[config.mk]
export PLATFORM = sky130hd
export DESIGN_NAME = axis_spi_e727_rx
export DESIGN_NICKNAME = d
export VERILOG_FILES = /design/src/rtl/axis_spi_e727_rx.sv
export SDC_FILE = /design/constraint.sdc
export NUM_CORES = 1
export LEC_CHECK = 0
export ABC_AREA = 0
export CORE_UTILIZATION = 40
export DETAILED_ROUTE_END_ITERATION = 8
export PLACE_DENSITY_LB_ADDON = 0.25
export SETUP_SLACK_MARGIN = 0.2
export SLEW_MARGIN = 40
export SYNTH_ARGS = -nofsm -noshare
export SYNTH_HDL_FRONTEND = slang
export SYNTH_SLANG_ARGS = --single-unit
[constraint.sdc]
create_clock -name aclk -period 2.5 [get_ports aclk]
set_input_delay 0.25 -clock aclk [delete_from_list [all_inputs] [get_ports aclk]]
set_output_delay 0.25 -clock aclk [all_outputs]
set_load 0.02 [all_outputs]
[src/rtl/axis_spi_e727_rx.sv]
// E727 SPI frame receiver: oversampled deserialiser with word/frame length checks,
// delivering accepted words on an AXI4-Stream master through a small FIFO.
module axis_spi_e727_rx #(
  parameter int unsigned WORDS_PER_FRAME = 7,
  parameter int unsigned FIFO_DEPTH      = 4
) (
  input  logic        aclk,
  input  logic        aresetn,
  input  logic        spi_sclk,
  input  logic        spi_mosi,
  input  logic        spi_ssel,
  input  logic        spi_ldat,
  output logic [15:0] m_axis_tdata,
  output logic        m_axis_tlast,
  output logic        m_axis_tvalid,
  input  logic        m_axis_tready,
  output logic        word_err,
  output logic        frame_err,
  output logic        overflow
);

  localparam int unsigned AW       = $clog2(FIFO_DEPTH);
  localparam logic [3:0]  WPF      = 4'(WORDS_PER_FRAME);
  localparam logic [3:0]  LAST_IDX = 4'(WORDS_PER_FRAME - 1);

  typedef enum logic [1:0] {
    ST_WAIT  = 2'd0,
    ST_IDLE  = 2'd1,
    ST_FRAME = 2'd2
  } state_e;

  state_e state_q, state_d;

  logic sclk_meta_q, sclk_sync_q, sclk_prev_q;
  logic mosi_meta_q, mosi_sync_q;
  logic ssel_meta_q, ssel_sync_q, ssel_prev_q;
  logic ldat_meta_q, ldat_sync_q, ldat_prev_q;

  logic [15:0] shreg_q, shreg_d;
  logic [4:0]  bit_cnt_q, bit_cnt_d;
  logic [3:0]  idx_q, idx_d;

  logic push_req, push_tlast, werr, ferr;
  logic sclk_rise, ssel_rise, ldat_rise;

  logic [16:0] mem [FIFO_DEPTH];
  logic [AW:0] wr_ptr_q, rd_ptr_q;
  logic        fifo_empty, fifo_full, pop, push_ok;

  // Reset values mirror an idle link except ldat, so a frame in progress keeps us in WAIT.
  always_ff @(posedge aclk or negedge aresetn) begin
    if (!aresetn) begin
      sclk_meta_q <= 1'b0; sclk_sync_q <= 1'b0; sclk_prev_q <= 1'b0;
      mosi_meta_q <= 1'b0; mosi_sync_q <= 1'b0;
      ssel_meta_q <= 1'b1; ssel_sync_q <= 1'b1; ssel_prev_q <= 1'b1;
      ldat_meta_q <= 1'b0; ldat_sync_q <= 1'b0; ldat_prev_q <= 1'b0;
    end else begin
      // NOTE: non-blocking assignments make every flop sample the pre-edge value,
      // which is what turns this chain into a shift of one stage per clock.
      sclk_meta_q <= spi_sclk; sclk_sync_q <= sclk_meta_q; sclk_prev_q <= sclk_sync_q;
      mosi_meta_q <= spi_mosi; mosi_sync_q <= mosi_meta_q;
      ssel_meta_q <= spi_ssel; ssel_sync_q <= ssel_meta_q; ssel_prev_q <= ssel_sync_q;
      ldat_meta_q <= spi_ldat; ldat_sync_q <= ldat_meta_q; ldat_prev_q <= ldat_sync_q;
    end
  end

  assign sclk_rise = sclk_sync_q & ~sclk_prev_q;
  assign ssel_rise = ssel_sync_q & ~ssel_prev_q;
  assign ldat_rise = ldat_sync_q & ~ldat_prev_q;

  always_ff @(posedge aclk or negedge aresetn) begin
    if (!aresetn) begin
      state_q   <= ST_WAIT;
      shreg_q   <= '0;
      bit_cnt_q <= '0;
      idx_q     <= '0;
    end else begin
      state_q   <= state_d;
      shreg_q   <= shreg_d;
      bit_cnt_q <= bit_cnt_d;
      idx_q     <= idx_d;
    end
  end

  always_comb begin
    // NOTE: assigning every output a default first means no path leaves a signal
    // unassigned, so no latch can be inferred.
    state_d = state_q;
    unique case (state_q)
      ST_WAIT:  if (ldat_sync_q)  state_d = ST_IDLE;
      ST_IDLE:  if (!ldat_sync_q) state_d = ST_FRAME;
      ST_FRAME: if (ldat_sync_q)  state_d = ST_IDLE;
      default:                    state_d = ST_WAIT;
    endcase
  end

  always_comb begin
    shreg_d   = shreg_q;
    bit_cnt_d = bit_cnt_q;
    idx_d     = idx_q;
    push_req  = 1'b0;
    werr      = 1'b0;
    ferr      = 1'b0;
    if (state_q == ST_IDLE && !ldat_sync_q) begin
      bit_cnt_d = '0;
      idx_d     = '0;
    end else if (state_q == ST_FRAME) begin
      if (sclk_rise && !ssel_sync_q) begin
        shreg_d   = {shreg_q[14:0], mosi_sync_q};
        bit_cnt_d = (bit_cnt_q == 5'd17) ? 5'd17 : bit_cnt_q + 5'd1;
      end
      if (ssel_rise) begin
        bit_cnt_d = '0;
        if (bit_cnt_q == 5'd16) begin
          if (idx_q < WPF) begin
            push_req = 1'b1;
            idx_d    = idx_q + 4'd1;
          end else begin
            ferr = 1'b1;
          end
        end else begin
          werr = 1'b1;
        end
      end
      // Frame check uses the index after any word ending in this same cycle.
      if (ldat_rise && idx_d != WPF) ferr = 1'b1;
    end
  end

  assign push_tlast = (idx_q == LAST_IDX);
  assign word_err   = werr;
  assign frame_err  = ferr;

  assign fifo_empty = (wr_ptr_q == rd_ptr_q);
  assign fifo_full  = (wr_ptr_q[AW] != rd_ptr_q[AW]) &&
                      (wr_ptr_q[AW-1:0] == rd_ptr_q[AW-1:0]);
  assign pop        = ~fifo_empty & m_axis_tready;
  assign push_ok    = push_req & (~fifo_full | pop);
  assign overflow   = push_req & fifo_full & ~pop;

  always_ff @(posedge aclk or negedge aresetn) begin
    if (!aresetn) begin
      wr_ptr_q <= '0;
      rd_ptr_q <= '0;
    end else begin
      if (push_ok) wr_ptr_q <= wr_ptr_q + 1'b1;
      if (pop)     rd_ptr_q <= rd_ptr_q + 1'b1;
    end
  end

  // NOTE: storage needs no reset; the pointers alone define which entries are valid.
  always_ff @(posedge aclk) begin
    if (push_ok) mem[wr_ptr_q[AW-1:0]] <= {push_tlast, shreg_q};
  end

  assign m_axis_tvalid = ~fifo_empty;
  assign {m_axis_tlast, m_axis_tdata} = fifo_empty ? 17'd0 : mem[rd_ptr_q[AW-1:0]];

endmodule

==> impl_metrics.toml <==
[timing]
slew_headroom = 0.564
worst_pin_slew_ns = 0.651
timing.fmax_mhz = 434
setup_violations = 0
fin_crit_ns = 2.30
worst_clock_skew_ns = 0.00761
finalHoldViolCount = 0
min_period_over_period = 0.921
rsz0062_at_grt = "yes"
slew_violations = 0
tns_ns = 0

[synth]
async_reset_ff_frac = 0.393
avgSynthCellArea_sq_um = 17.3
synth_top_area_share = 0.443
synth_cells = 266
yosys.area.top_type = "edfxtp_1"
syn_nets = 283
synth-seq-cells = 112
synth_area_leaders = "edfxtp_1 (44%), dfrtp_1 (22%), mux4_2 (8.3%), mux2_2 (4.2%), ha_1 (2.7%)"
synth_cell_types = 52
synth_ff_type = "edfxtp_1"
yosysMostFrequentCell = "edfxtp_1"
synth_edf_count = 68
yosysSeqAreaShare = 0.683
netlist_area_sq_mm = 0.00461
synth_warnings = 0
synthTopCellsByCount = "edfxtp_1 (68), dfrtp_1 (41), and2_1 (18)"

[clock_tree]
clockBufferDepth = 2
cts_made_buffers = 9
root_buffer = "clkbuf_16"
cts_tree = "yes"
clock_sinks = 112
htreeDepth = 3
clkTransAtPathRegs_ns = 0.08
worst_skew_pair.late_latency_ns = 0.34

[global_routing]
grt_start_max_net_pins = 43
grt_use_total = 0.146
grt_pass1_wl_mm = 12.8
grt_pass1_vias = 2458
grt_overflow = 0
antenna_found_initial = 0

[floorplanning]
die_y_microns = 109
rows = 38
core_area_sq_mm = 0.0110
ios = 28
start_util = 0.418
fp.dieW_microns = 109
dieArea_sq_mm = 0.0119

[worst_setup_path]
crit_chain = "inv_2 -> ha_4 -> nand4bb_4 -> nor4_4 -> o21ai_1 -> a221o_1 -> buf_4"
crit_fanout = 5
cp_num_buf_inv = 2
critPathKind = "reg -> out"
cpLargestDelayFamily = "compound AO/OA/AOI/OAI gates"
slowest_stage = "dfrtp_1"
cp-end-kind = "output pin"
start_kind = "flop"
cpPeakStageDelay_ns = 0.42
cp.required_ns = 2.25
crit_arrival_ns = 2.05

[placement]
dp.cells = 440
place_hpwl_mm = 4.84
io_buffers = 27
place_congestion = 0.926
placed_area_sq_mm = 0.00516

[detailed_routing]
wl_per_cell_microns = 17.7
firstDrtPassIters = 4
vias_per_cell = 5.21
ant_nets = 0
vias = 2402
drc = 0
drtIter0Drc = 63
drt_wl_total_mm = 8.16

[final_layout]
drive_gt1_frac = 0.312
final-instance-count-excl-fill = 461
num-fill-cells = 932
fin_area_sq_mm = 0.00557
syn2layout_area_growth_pct = 21.0
nNetsFinal = 333
antennaDiodeCount = 0

[job]
drv_cap = 0

[power_and_ir_drop]
peakVddDrop_uv = 378
power_density_mw_per_mm2 = 782
p_leak_nw = 2.11

[run_status]
status = "completed"

[min_path]
hold_path.class = "in -> reg"
-- through the flow --
| stage | utilization | power [mW] | setup slack [ns] | hold WS, ns |
|---|---|---|---|---|
| after floorplan | - | 2.62 | 0.463 | -0.0456 |
| after global placement | 0.467 | 2.96 | 0.137 | 0.339 |
| after detailed placement | 0.467 | 2.97 | 0.0690 | 0.281 |
| after CTS | 0.495 | 4.35 | 0.0564 | 0.307 |
| after global routing | 0.505 | 4.55 | 0.0540 | 0.306 |
| final | 0.505 | 4.36 | 0.197 | 0.310 |
-- registers in the layout (all words and copies together) (netlist names), 2 cells and up --
| name | flops |
|---|---|
| wr_ptr_q | 3 |
| rd_ptr_q | 3 |
| mem | 68 |
| state_q | 2 |
| bit_cnt_q | 5 |
| shreg_q | 16 |
| idx_q | 4 |
-- power by group --
part           internal (mW)  switching (mW)  total, mW
clock network          0.717           0.719       1.44
logic                  0.430           0.431      0.861
registers               2.00          0.0559       2.06
total                   3.15            1.21       4.36
-- layer usage --
layer | GRT usage | part of all wire | routed length [microns]
met2 | 0.249 | 0.51 | 4130
met3 | 0.0320 | 0.024 | 193
met5 | 0 | 0 | 0
met1 | 0.186 | 0.45 | 3710
met4 | 0.0495 | 0.016 | 131
-- worst paths after layout --
check,end,slack [ns],cells past startpoint,startpoint
worst max-delay path,frame_err,0.20,7,bit_cnt_q[1]
worst min-delay path,ssel_meta_q,0.31,1,spi_ssel
worst max register to register,mem[3][5],0.34,6,bit_cnt_q[1]
worst min register to register,sclk_sync_q,0.36,0,sclk_meta_q
max in group asynchronous,ssel_prev_q,1.52,3,aresetn
min in group asynchronous,state_q[1],0.43,2,aresetn
-- cell usage in the layout, fill, tap and decap left out, types with 4 or more instances in the layout --
master           netlist  layout
clkdlybuf4s50_1        0       5
nor2_1                 4       4
mux2_2                17      17
nand3_1                8       8
and2_1                18      18
xnor2_1                6       5
mux4_2                17      17
dlygate4sd2_1          0      18
clkbuf_16              0      10
edfxtp_1              68      68
buf_4                  2      15
dfrtp_1               41      38
buf_12                 0       4
ha_1                  10       8
inv_1                  7       6
o21ai_0                8       7
-- cell type report --
cell class | count | area, sq um | share of cell area
inverter | 7 | 26.3 | 0.00471
clock buffer | 9 | 225 | 0.0404
tap | 140 | 175 | 0.0314
timing repair buffer | 47 | 470 | 0.0844
multi-input combinational | 139 | 1440 | 0.259
clock inverter | 7 | 82.6 | 0.0148
sequential | 112 | 3150 | 0.565
-- what timing repair did --
action | in CTS | in global routing
setup buffers | 0 | 3
hold buffers | 1 | 0
pin swaps | 0 | 2
setup endpoints to repair | 21 | 8
endpoints found under the hold margin | 41 | 0
resized for setup | 27 | 16
cloned | 0 | 1
-- cell families after synthesis --
group / count (synthesis) / synth area share
AND/OR/NAND/NOR: 65 / 0.0983
AO/OA/AOI/OAI: 22 / 0.0321
flip-flops: 112 / 0.683
buffers and inverters: 15 / 0.0177
adder cells (fa/ha/maj): 10 / 0.0272
multiplexers: 34 / 0.125
XOR/XNOR: 8 / 0.0168
Power figures use the tool's default switching activity.
